==> src/rtl/mem_access_pkg.sv <==
// mem_access_pkg: shared types for the load/store stage.
// Access size and FSM state encodings.
package mem_access_pkg;

  typedef enum logic [1:0] {
    SZ_BYTE = 2'b00,
    SZ_HALF = 2'b01,
    SZ_WORD = 2'b10
  } mem_size_t;

  typedef enum logic [1:0] {
    IDLE = 2'b00,
    REQ  = 2'b01,
    DONE = 2'b10
  } mac_state_t;

  // Size code 11 is an alias of word.
  function automatic logic [1:0] eff_size(
    input logic [1:0] sz
  );
    return (sz == 2'b11) ? 2'b10 : sz;
  endfunction

endpackage

==> src/rtl/mem_access_if.sv <==
// mem_access_if: request/acknowledge data-memory bus.
// master = load/store unit, slave = memory.
interface mem_access_if #(
  parameter int N = 32
) ();
  localparam int L = N / 8;

  logic         bus_req;
  logic         bus_we;
  logic [N-1:0] bus_addr;
  logic [L-1:0] bus_be;
  logic [N-1:0] bus_wdata;
  logic         bus_ack;
  logic [N-1:0] bus_rdata;

  modport master (
    output bus_req,
    output bus_we,
    output bus_addr,
    output bus_be,
    output bus_wdata,
    input  bus_ack,
    input  bus_rdata
  );

  modport slave (
    input  bus_req,
    input  bus_we,
    input  bus_addr,
    input  bus_be,
    input  bus_wdata,
    output bus_ack,
    output bus_rdata
  );

endinterface

==> src/rtl/mem_load_align.sv <==
// mem_load_align: picks the addressed byte/half from a bus word
// and sign- or zero-extends it. Little-endian lanes.
module mem_load_align
  import mem_access_pkg::*;
#(
  parameter int N = 32,
  localparam int K = $clog2(N / 8)
) (
  input  logic [N-1:0] bus_rdata,
  input  logic [K-1:0] lane,
  input  logic [1:0]   size,
  input  logic         is_unsigned,
  output logic [N-1:0] ext_data
);

  logic [K+2:0] bit_ofs;
  logic [7:0]   b;
  logic [15:0]  h;

  assign bit_ofs = {lane, 3'b000};
  assign b       = bus_rdata[bit_ofs +: 8];
  assign h       = bus_rdata[bit_ofs +: 16];

  always_comb begin
    ext_data = bus_rdata;
    unique case (1'b1)
      size == SZ_BYTE:
        ext_data = {{(N-8){~is_unsigned & b[7]}}, b};
      size == SZ_HALF:
        ext_data = {{(N-16){~is_unsigned & h[15]}}, h};
      default:
        ext_data = bus_rdata;
    endcase
  end

endmodule

==> src/rtl/mem_access_unit.sv <==
// mem_access_unit: load/store stage with one req/ack bus transaction per op.
// Define MEM_ACCESS_SUBWORD_EN for byte/half accesses; otherwise word-only.
module mem_access_unit
  import mem_access_pkg::*;
#(
  parameter int N = 32
) (
  input  logic         clk,
  input  logic         reset,
  input  logic [N-1:0] addr,
  input  logic [N-1:0] write_data,
  input  logic         mem_read,
  input  logic         mem_write,
  input  logic [1:0]   mem_size,
  input  logic         mem_unsigned,
  output logic         stall,
  output logic [N-1:0] read_data,
  output logic         misaligned,
  mem_access_if.master bus
);

  localparam int L = N / 8;
  localparam int K = $clog2(L);

  localparam logic [1:0] ST_IDLE = IDLE;
  localparam logic [1:0] ST_REQ  = REQ;
  localparam logic [1:0] ST_DONE = DONE;

  localparam logic [L-1:0] BE_ALL = '1;

  logic [1:0]   state;
  logic         op;
  logic         aligned;
  logic         go;
  logic         ld_only;
  logic [K-1:0] lane;
  logic [L-1:0] be_n;
  logic [N-1:0] wdata_n;
  logic [N-1:0] ld_data;

  logic         q_req;
  logic         q_we;
  logic [N-1:0] q_addr;
  logic [L-1:0] q_be;
  logic [N-1:0] q_wdata;
  logic         r_rd;
  logic         r_we;

  assign lane    = addr[K-1:0];
  assign op      = mem_read | mem_write;
  assign ld_only = mem_read & ~mem_write;
  assign go      = (state == ST_IDLE) & op & aligned;

  assign stall = ~reset & (go | (state == ST_REQ));
  assign misaligned =
    ~reset & (state == ST_IDLE) & op & ~aligned;

`ifdef MEM_ACCESS_SUBWORD_EN
  localparam logic [L-1:0] BE_ONE = L'(1);
  localparam logic [L-1:0] BE_TWO = L'(3);

  logic [1:0]   sz;
  logic [K-1:0] r_lane;
  logic [1:0]   r_size;
  logic         r_uns;

  assign sz = eff_size(mem_size);

  always_comb begin
    aligned = 1'b1;
    be_n    = BE_ALL;
    wdata_n = write_data;
    unique case (1'b1)
      sz == SZ_BYTE: begin
        be_n    = BE_ONE << lane;
        wdata_n = {L{write_data[7:0]}};
      end
      sz == SZ_HALF: begin
        aligned = ~addr[0];
        be_n    = BE_TWO << lane;
        wdata_n = {(L/2){write_data[15:0]}};
      end
      default: aligned = (lane == '0);
    endcase
  end

  // Formatting info is latched so the CPU may change inputs mid-access.
  always_ff @(posedge clk or posedge reset) begin
    if (reset) begin
      r_lane <= '0;
      r_size <= 2'b10;
      r_uns  <= 1'b0;
    end else if (go) begin
      r_lane <= lane;
      r_size <= sz;
      r_uns  <= mem_unsigned;
    end
  end

  mem_load_align #(
    .N(N)
  ) u_align (
    .bus_rdata  (bus.bus_rdata),
    .lane       (r_lane),
    .size       (r_size),
    .is_unsigned(r_uns),
    .ext_data   (ld_data)
  );
`else
  logic unused_cfg;

  assign unused_cfg = ^{mem_size, mem_unsigned};
  assign aligned    = (lane == '0);
  assign be_n       = BE_ALL;
  assign wdata_n    = write_data;
  assign ld_data    = bus.bus_rdata;
`endif

  always_ff @(posedge clk or posedge reset) begin
    if (reset) begin
      state     <= ST_IDLE;
      q_req     <= 1'b0;
      q_we      <= 1'b0;
      q_addr    <= '0;
      q_be      <= '0;
      q_wdata   <= '0;
      r_rd      <= 1'b0;
      r_we      <= 1'b0;
      read_data <= '0;
    end else begin
      unique case (state)
        ST_IDLE: begin
          if (go) begin
            q_req   <= 1'b1;
            q_we    <= mem_write;
            q_addr  <= {addr[N-1:K], {K{1'b0}}};
            q_be    <= be_n;
            q_wdata <= wdata_n;
            r_rd    <= mem_read;
            r_we    <= mem_write;
            state   <= ST_REQ;
          end else if (op & ~aligned & ld_only) begin
            read_data <= '0;
          end
        end
        ST_REQ: begin
          if (bus.bus_ack) begin
            q_req <= 1'b0;
            if (r_rd) read_data <= r_we ? '0 : ld_data;
            state <= ST_DONE;
          end
        end
        ST_DONE: state <= ST_IDLE;
        default: state <= ST_IDLE;
      endcase
    end
  end

  assign bus.bus_req   = q_req;
  assign bus.bus_we    = q_we;
  assign bus.bus_addr  = q_addr;
  assign bus.bus_be    = q_be;
  assign bus.bus_wdata = q_wdata;

endmodule

==> src/flat_wrapper.sv <==
// flat-port wrapper written by rule: the top's interface ports become plain ports
module mem_access_unit_flat import mem_access_pkg::*;
#(
  parameter int N = 32
)
  (clk, reset, addr, write_data, mem_read, mem_write, mem_size, mem_unsigned, stall, read_data, misaligned, bus_bus_req, bus_bus_we, bus_bus_addr, bus_bus_be, bus_bus_wdata, bus_bus_ack, bus_bus_rdata);
  mem_access_if #(.N(N)) bus_i ();
  input  logic clk;
  input  logic reset;
  input  logic [N-1:0] addr;
  input  logic [N-1:0] write_data;
  input  logic mem_read;
  input  logic mem_write;
  input  logic [1:0] mem_size;
  input  logic mem_unsigned;
  output logic stall;
  output logic [N-1:0] read_data;
  output logic misaligned;
  output wire logic [$bits(bus_i.bus_req)-1:0] bus_bus_req;
  output wire logic [$bits(bus_i.bus_we)-1:0] bus_bus_we;
  output wire logic [$bits(bus_i.bus_addr)-1:0] bus_bus_addr;
  output wire logic [$bits(bus_i.bus_be)-1:0] bus_bus_be;
  output wire logic [$bits(bus_i.bus_wdata)-1:0] bus_bus_wdata;
  input wire logic [$bits(bus_i.bus_ack)-1:0] bus_bus_ack;
  input wire logic [$bits(bus_i.bus_rdata)-1:0] bus_bus_rdata;
  assign bus_bus_req = bus_i.bus_req;
  assign bus_bus_we = bus_i.bus_we;
  assign bus_bus_addr = bus_i.bus_addr;
  assign bus_bus_be = bus_i.bus_be;
  assign bus_bus_wdata = bus_i.bus_wdata;
  assign bus_i.bus_ack = bus_bus_ack;
  assign bus_i.bus_rdata = bus_bus_rdata;
  mem_access_unit #(.N(N)) u_core (.clk(clk), .reset(reset), .addr(addr), .write_data(write_data), .mem_read(mem_read), .mem_write(mem_write), .mem_size(mem_size), .mem_unsigned(mem_unsigned), .stall(stall), .read_data(read_data), .misaligned(misaligned), .bus(bus_i));
endmodule
==> config.mk <==
export PLATFORM = sky130hd
export DESIGN_NAME = mem_access_unit_flat
export DESIGN_NICKNAME = d
export VERILOG_FILES = /design/src/rtl/mem_access_pkg.sv /design/src/rtl/mem_access_if.sv /design/src/rtl/mem_load_align.sv /design/src/rtl/mem_access_unit.sv /design/src/flat_wrapper.sv
export SDC_FILE = /design/constraint.sdc
export NUM_CORES = 1
export LEC_CHECK = 0
export ABC_AREA = 1
export BUFFER_PORTS_ARGS = -buffer_cell sky130_fd_sc_hd__buf_2
export CORE_MARGIN = 4
export CORE_UTILIZATION = 46
export CTS_CLUSTER_SIZE = 24
export DETAILED_ROUTE_END_ITERATION = 6
export PLACE_DENSITY = 0.75
export SLEW_MARGIN = 20
export SYNTH_ARGS = -nofsm -noshare
export SYNTH_HDL_FRONTEND = slang
export SYNTH_HIERARCHICAL = 1
export SYNTH_SLANG_ARGS = --single-unit
==> constraint.sdc <==
create_clock -name clk -period 3.8 [get_ports clk]
set_input_delay 0.19 -clock clk [delete_from_list [all_inputs] [get_ports clk]]
set_output_delay 0.19 -clock clk [all_outputs]
set_load 0.05 [all_outputs]
**Word level (Yosys, flattened, before mapping)**

Cells that the tools add are included.

- Bits in registers: 100
- Bits of input ports: 104
- Output and inout bits: 104

- Equality and inequality tests: 6
- Mux-type cells: 12
- Bitwise gates (word level): 14
- Reductions and logical operators: 7

Operators with widths:

| kind | number |
|---|---|
| 2-to-1 mux 32 bit | 5 |
| case mux 32 bit (2 select lines) | 1 |
| AND 1 bit | 9 |
| inequality test 2 bit (second input constant) | 3 |
| AND reduction 5 bit | 1 |
| logical NOT 2 bit | 2 |
| 2-to-1 mux 2 bit | 2 |
| inequality test 2 x 1 -> 1 bit (second input constant) | 2 |
| case mux 2 bit (2 select lines) | 1 |
| AND reduction 2 bit | 2 |
| NOT 1 bit | 3 |
| AND reduction 3 bit | 1 |
| == test 2 x 1 -> 1 bit (second input constant) | 1 |
| 2-to-1 mux 1 bit | 2 |
| bitwise OR 1 bit | 2 |
| case mux 1 bit (2 select lines) | 1 |
| nonzero test 2 bit | 1 |

**Longest topological paths before layout**

- Depth in word-level cells: 7
- Gate-level depth with buffers: 9

**Worst setup path after synthesis**

No wires, ideal clock.

- Kind: input -> output
- Start: in reset
- End: out misaligned
- Arrival: 3194 ps
- Path slack: 416 ps
- Stages: 3
- Path through: inv_1 > nand3_1 > nor2_1

- Word-level cells in the longest chain between the ends: 4

RTL lines:

| item | RTL line | RTL |
|---|---|---|
| start, declared | flat_wrapper.sv:9 | `input logic reset;` |
| NOT 1 bit | mem_access_unit.sv:56 | `~reset & (state == ST_IDLE) & op & ~aligned;` |
| AND 1 bit (3 in series) | mem_access_unit.sv:56 |  |
| end, declared | flat_wrapper.sv:18 | `output logic misaligned;` |

No other way between the ends.

**Final worst setup path**

- Start: reg u_core.state[1]
- End: reg u_core.q_wdata[15] (netlist: u_core/bus.bus_wdata[15])

- Word-level cells in the longest chain between the ends: 4

RTL lines:

| item | RTL line | RTL |
|---|---|---|
| start, declared | mem_access_unit.sv:31 | `logic [1:0] state;` |
| start signal, assigned | mem_access_unit.sv:121 | `state <= ST_IDLE;` |
| start signal, assigned | mem_access_unit.sv:141 | `state <= ST_REQ;` |
| start signal, assigned | mem_access_unit.sv:150 | `state <= ST_DONE;` |
| logical NOT 2 bit (*) | mem_access_unit.sv:52, mem_access_unit.sv:131 |  |
| AND 1 bit (2 in series) | mem_access_unit.sv:52 | `assign go = (state == ST_IDLE) & op & aligned;` |
| AND reduction 2 bit (no line) (*) | - |  |
| end signal, assigned | mem_access_unit.sv:138 | `q_wdata <= wdata_n;` |
| end, declared | mem_access_unit.sv:45 | `logic [N-1:0] q_wdata;` |

Mark *: on every way between the ends. The rest lies on a longest branch, timed or not.
A chain may end at the register's enable or synchronous reset.

==> flow_metrics.py <==
metrics = {
    "synthesis": {
        "synthTopCellsByArea": "dfrtp_1, nand2_1, inv_1",
        "synth_area_leader_cell": "dfrtp_1",
        "synth_top_area_share_pct": 57.22,
        "synthCells": 517,
        "muxShareOfSynthArea_pct": 0,
        "synthSimpleGateAreaFrac_pct": 23.06,
        "synth_xor_area_share_pct": 0,
        "yosys_warnings": 6,
        "synth_area_mm2": 0.004373,
        "ys_seq_elements": 100,
        "synth_top_family_by_area": "simple AND/OR/NAND/NOR gates",
        "syn_area_per_cell_um2": 8.458,
        "synth_compound_area_share_pct": 7.554,
        "yosysSeqAreaShare_pct": 57.22,
        "yosysUniqueCellTypes": 21,
        "synthAdderAreaFrac_pct": 0,
    },
    "power": {
        "p_per_area_mw_per_mm2": 649.5,
        "seqPwrFrac_pct": 39.3,
        "combPwrFrac_pct": 42.9,
        "leakagePower_nw": 3.370,
        "swShare_pct": 47.84,
        "intPower_mw": 1.869,
        "ir_worst_vdd_uv": 360.6,
        "clockPowerShare_pct": 17.8,
        "p_sw_mw": 1.715,
    },
    "timing": {
        "finalSetupTns_ps": 0,
        "fin_crit_ps": 1937,
        "setup_viol": 0,
        "max_freq_mhz": 516.4,
        "finalClockSkew_ps": 13.47,
        "tightest_slew_ps": 953.5,
        "timing.hold.ws_ps": 51.26,
        "maxSlewViolCount": 0,
        "rsz0062_at_grt": "no",
        "maxSlewHeadroom_pct": 36.44,
        "finalHoldViolCount": 0,
        "min_period_over_period_pct": 50.96,
    },
    "die": {
        "rows": 35,
        "die_area_mm2": 0.01113,
        "ioPinCount": 208,
        "dieWidth_um": 105.5,
        "core_mm2": 0.009240,
        "die_h_um": 105.5,
        "start_util_pct": 47.33,
    },
    "placed_design": {
        "port_buffers": 202,
        "dp.cells": 817,
        "placed_area_mm2": 0.005319,
        "dp.final_hpwl_um": 7733,
        "globalplace.congestion": 0.7544,
    },
    "clock_network": {
        "h-tree-depth": 3,
        "clk_pin_slew_worst_paths_ps": 110,
        "ctsRootBufferMaster": "clkbuf_8",
        "cts_made_buffers": 9,
        "cts_setup_buffers": 0,
        "cts.sinks": 100,
        "clockBufferDepth": 2,
        "cts_hold_buf": 1,
        "clk_latency_ps": 350,
        "cts_tree": "yes",
        "cts_resized": 0,
    },
    "setup_path": {
        "crit_chain": "nor2_4, nand3_4, buf_4, o21ai_0",
        "timing.rr.end": "u_core/bus.bus_wdata[15]",
        "critical_path_class": "flip-flop to flip-flop",
        "reg2reg_depth": 4,
        "required_ps": 3990,
        "critPathBufInv": 1,
        "cp-start-kind": "flip-flop",
        "r2r_slack_ps": 1860,
        "timing.rr.start": "u_core/state[1]",
        "arrival_ps": 2120,
        "crit_path_end_kind": "flip-flop",
        "worst_path_largest_cell_delay_ps": 780,
        "path_max_fanout": 108,
        "slowest_stage": "buf_4",
        "crit_family": "buffers and inverters",
    },
    "drt": {
        "dr.pass1.iters": 4,
        "vias": 3779,
        "avgRoutedWirePerCell_um": 12.83,
        "postRouteAntennaNets": 0,
        "first_iter_violations": 138,
        "via_per_inst": 4.531,
        "wirelength_um": 10700,
        "drcViolationCount": 0,
    },
    "min_path": {
        "min_from": "write_data[18]",
        "holdPathEnd": "u_core/bus.bus_wdata[18]",
        "hold_path_depth": 3,
        "hp-class": "input port to flip-flop",
    },
    "cells_and_area": {
        "post-route-util_pct": 59.72,
        "syn_to_final_growth_pct": 26.18,
        "layout_common_cells": "buf_2, nand2_1, dfrtp_1",
        "drive_gt1_share_pct": 32.48,
        "instances_no_fill": 834,
        "post-route-cell-area_mm2": 0.005518,
        "layout_commonest_cell": "buf_2",
        "diodes": 0,
        "fillCellCount": 834,
        "final_nets": 804,
    },
    "flow_run": {
        "maxCapViolCount": 0,
    },
    "global_routing": {
        "grt_max_degree": 109,
        "grt_first_pass_wirelength_um": 17600,
        "gr-total-overflow": 0,
        "antenna_found_initial": 0,
        "grt_pass1_vias": 3593,
        "grt_usage_pct": 19.41,
    },
    "outcome": {
        "status": "completed",
    },
}
==> flip-flops by register name (all words and copies together) (netlist names) <==
name	flops
u_core/bus.bus_addr	30
u_core/bus.bus_be	1
u_core/bus.bus_req	1
u_core/bus.bus_wdata	32
u_core/bus.bus_we	1
u_core/r_rd	1
u_core/read_data	32
u_core/state	2
==> layer usage <==
| layer | vias to the layer above | GRT usage (%) | part of all wire [%] |
|---|---|---|---|
| met1 | 1695 | 25.07 | 42 |
| met3 | 17 | 4.042 | 6.8 |
| met2 | 136 | 32.42 | 49 |
| met4 | 0 | 6.938 | 2.2 |
| met5 | - | 0 | 0 |
| li1 | 1931 | - | - |
==> synth_stat cells <==
master and instances:
dfrtp_1 100, nand2_8 1, nor2_4 2, buf_2 3, nand3_1 34, nand3_4 1, nor2_1 35, conb_1 1
a21oi_1 1, o21ai_1 53, clkbuf_1 9, inv_4 1, nand2_1 166, nand2_2 2, buf_8 1, inv_2 1
nand2_4 1, buf_4 14, buf_6 7, inv_1 72, o21ai_0 12
==> cell families (layout without fill, tap and decap cells) <==
| kind of cell | count (synthesis) | in the layout |
|---|---|---|
| AO/OA/AOI/OAI | 66 | 66 |
| buffers and inverters | 108 | 295 |
| flip-flops | 100 | 100 |
| other | 1 | 2 |
| AND/OR/NAND/NOR | 242 | 242 |
==> worst min-delay path, cell delays in order <==
cell,delay [ps]
buf_2,90
inv_1,40
o21ai_1,50
==> through the flow <==
step | setup WS, ps | power (mW)
5_1_grt | 1615 | 3.796
3_5_place_dp | 1878 | 2.981
3_3_place_gp | 1968 | 2.948
4_1_cts | 1817 | 3.628
2_1_floorplan | 416.3 | 2.609
6_report | 1863 | 3.584
==> area by class of cell <==
type / instances / area, um2 / share of cell area (%)
inverters: 74 / 282.8 / 5.125
clock inverters: 6 / 57.56 / 1.043
well taps: 129 / 161.4 / 2.925
flip-flops and latches: 100 / 2502 / 45.35
repair buffers: 205 / 1040 / 18.84
multi-input cells: 310 / 1346 / 24.40
clock buffers: 10 / 127.6 / 2.313
==> worst max path at each step <==
stage	from	endpoint	slack [ps]	cells after the start
after floorplan	reset	misaligned	420	3
after global placement	u_core/state[1]	u_core/bus.bus_wdata[8]	1970	4
after detailed placement	u_core/state[1]	u_core/bus.bus_addr[29]	1880	5
after CTS	u_core/state[1]	u_core/bus.bus_wdata[15]	1820	4
after global routing	u_core/state[1]	u_core/bus.bus_wdata[14]	1620	5
final	u_core/state[1]	u_core/bus.bus_wdata[15]	1860	4
==> power groups by stage <==
stage | Combinational, mW | Sequential, mW | Clock, mW
floorplan | 0.384 | 2.22 | 0
global placement | 1.53 | 1.42 | 0
detailed placement | 1.55 | 1.43 | 0
CTS | 1.55 | 1.41 | 0.663
global route | 1.64 | 1.44 | 0.713
finish | 1.54 | 1.41 | 0.636
No activity file was read; power rests on OpenSTA's default activity.
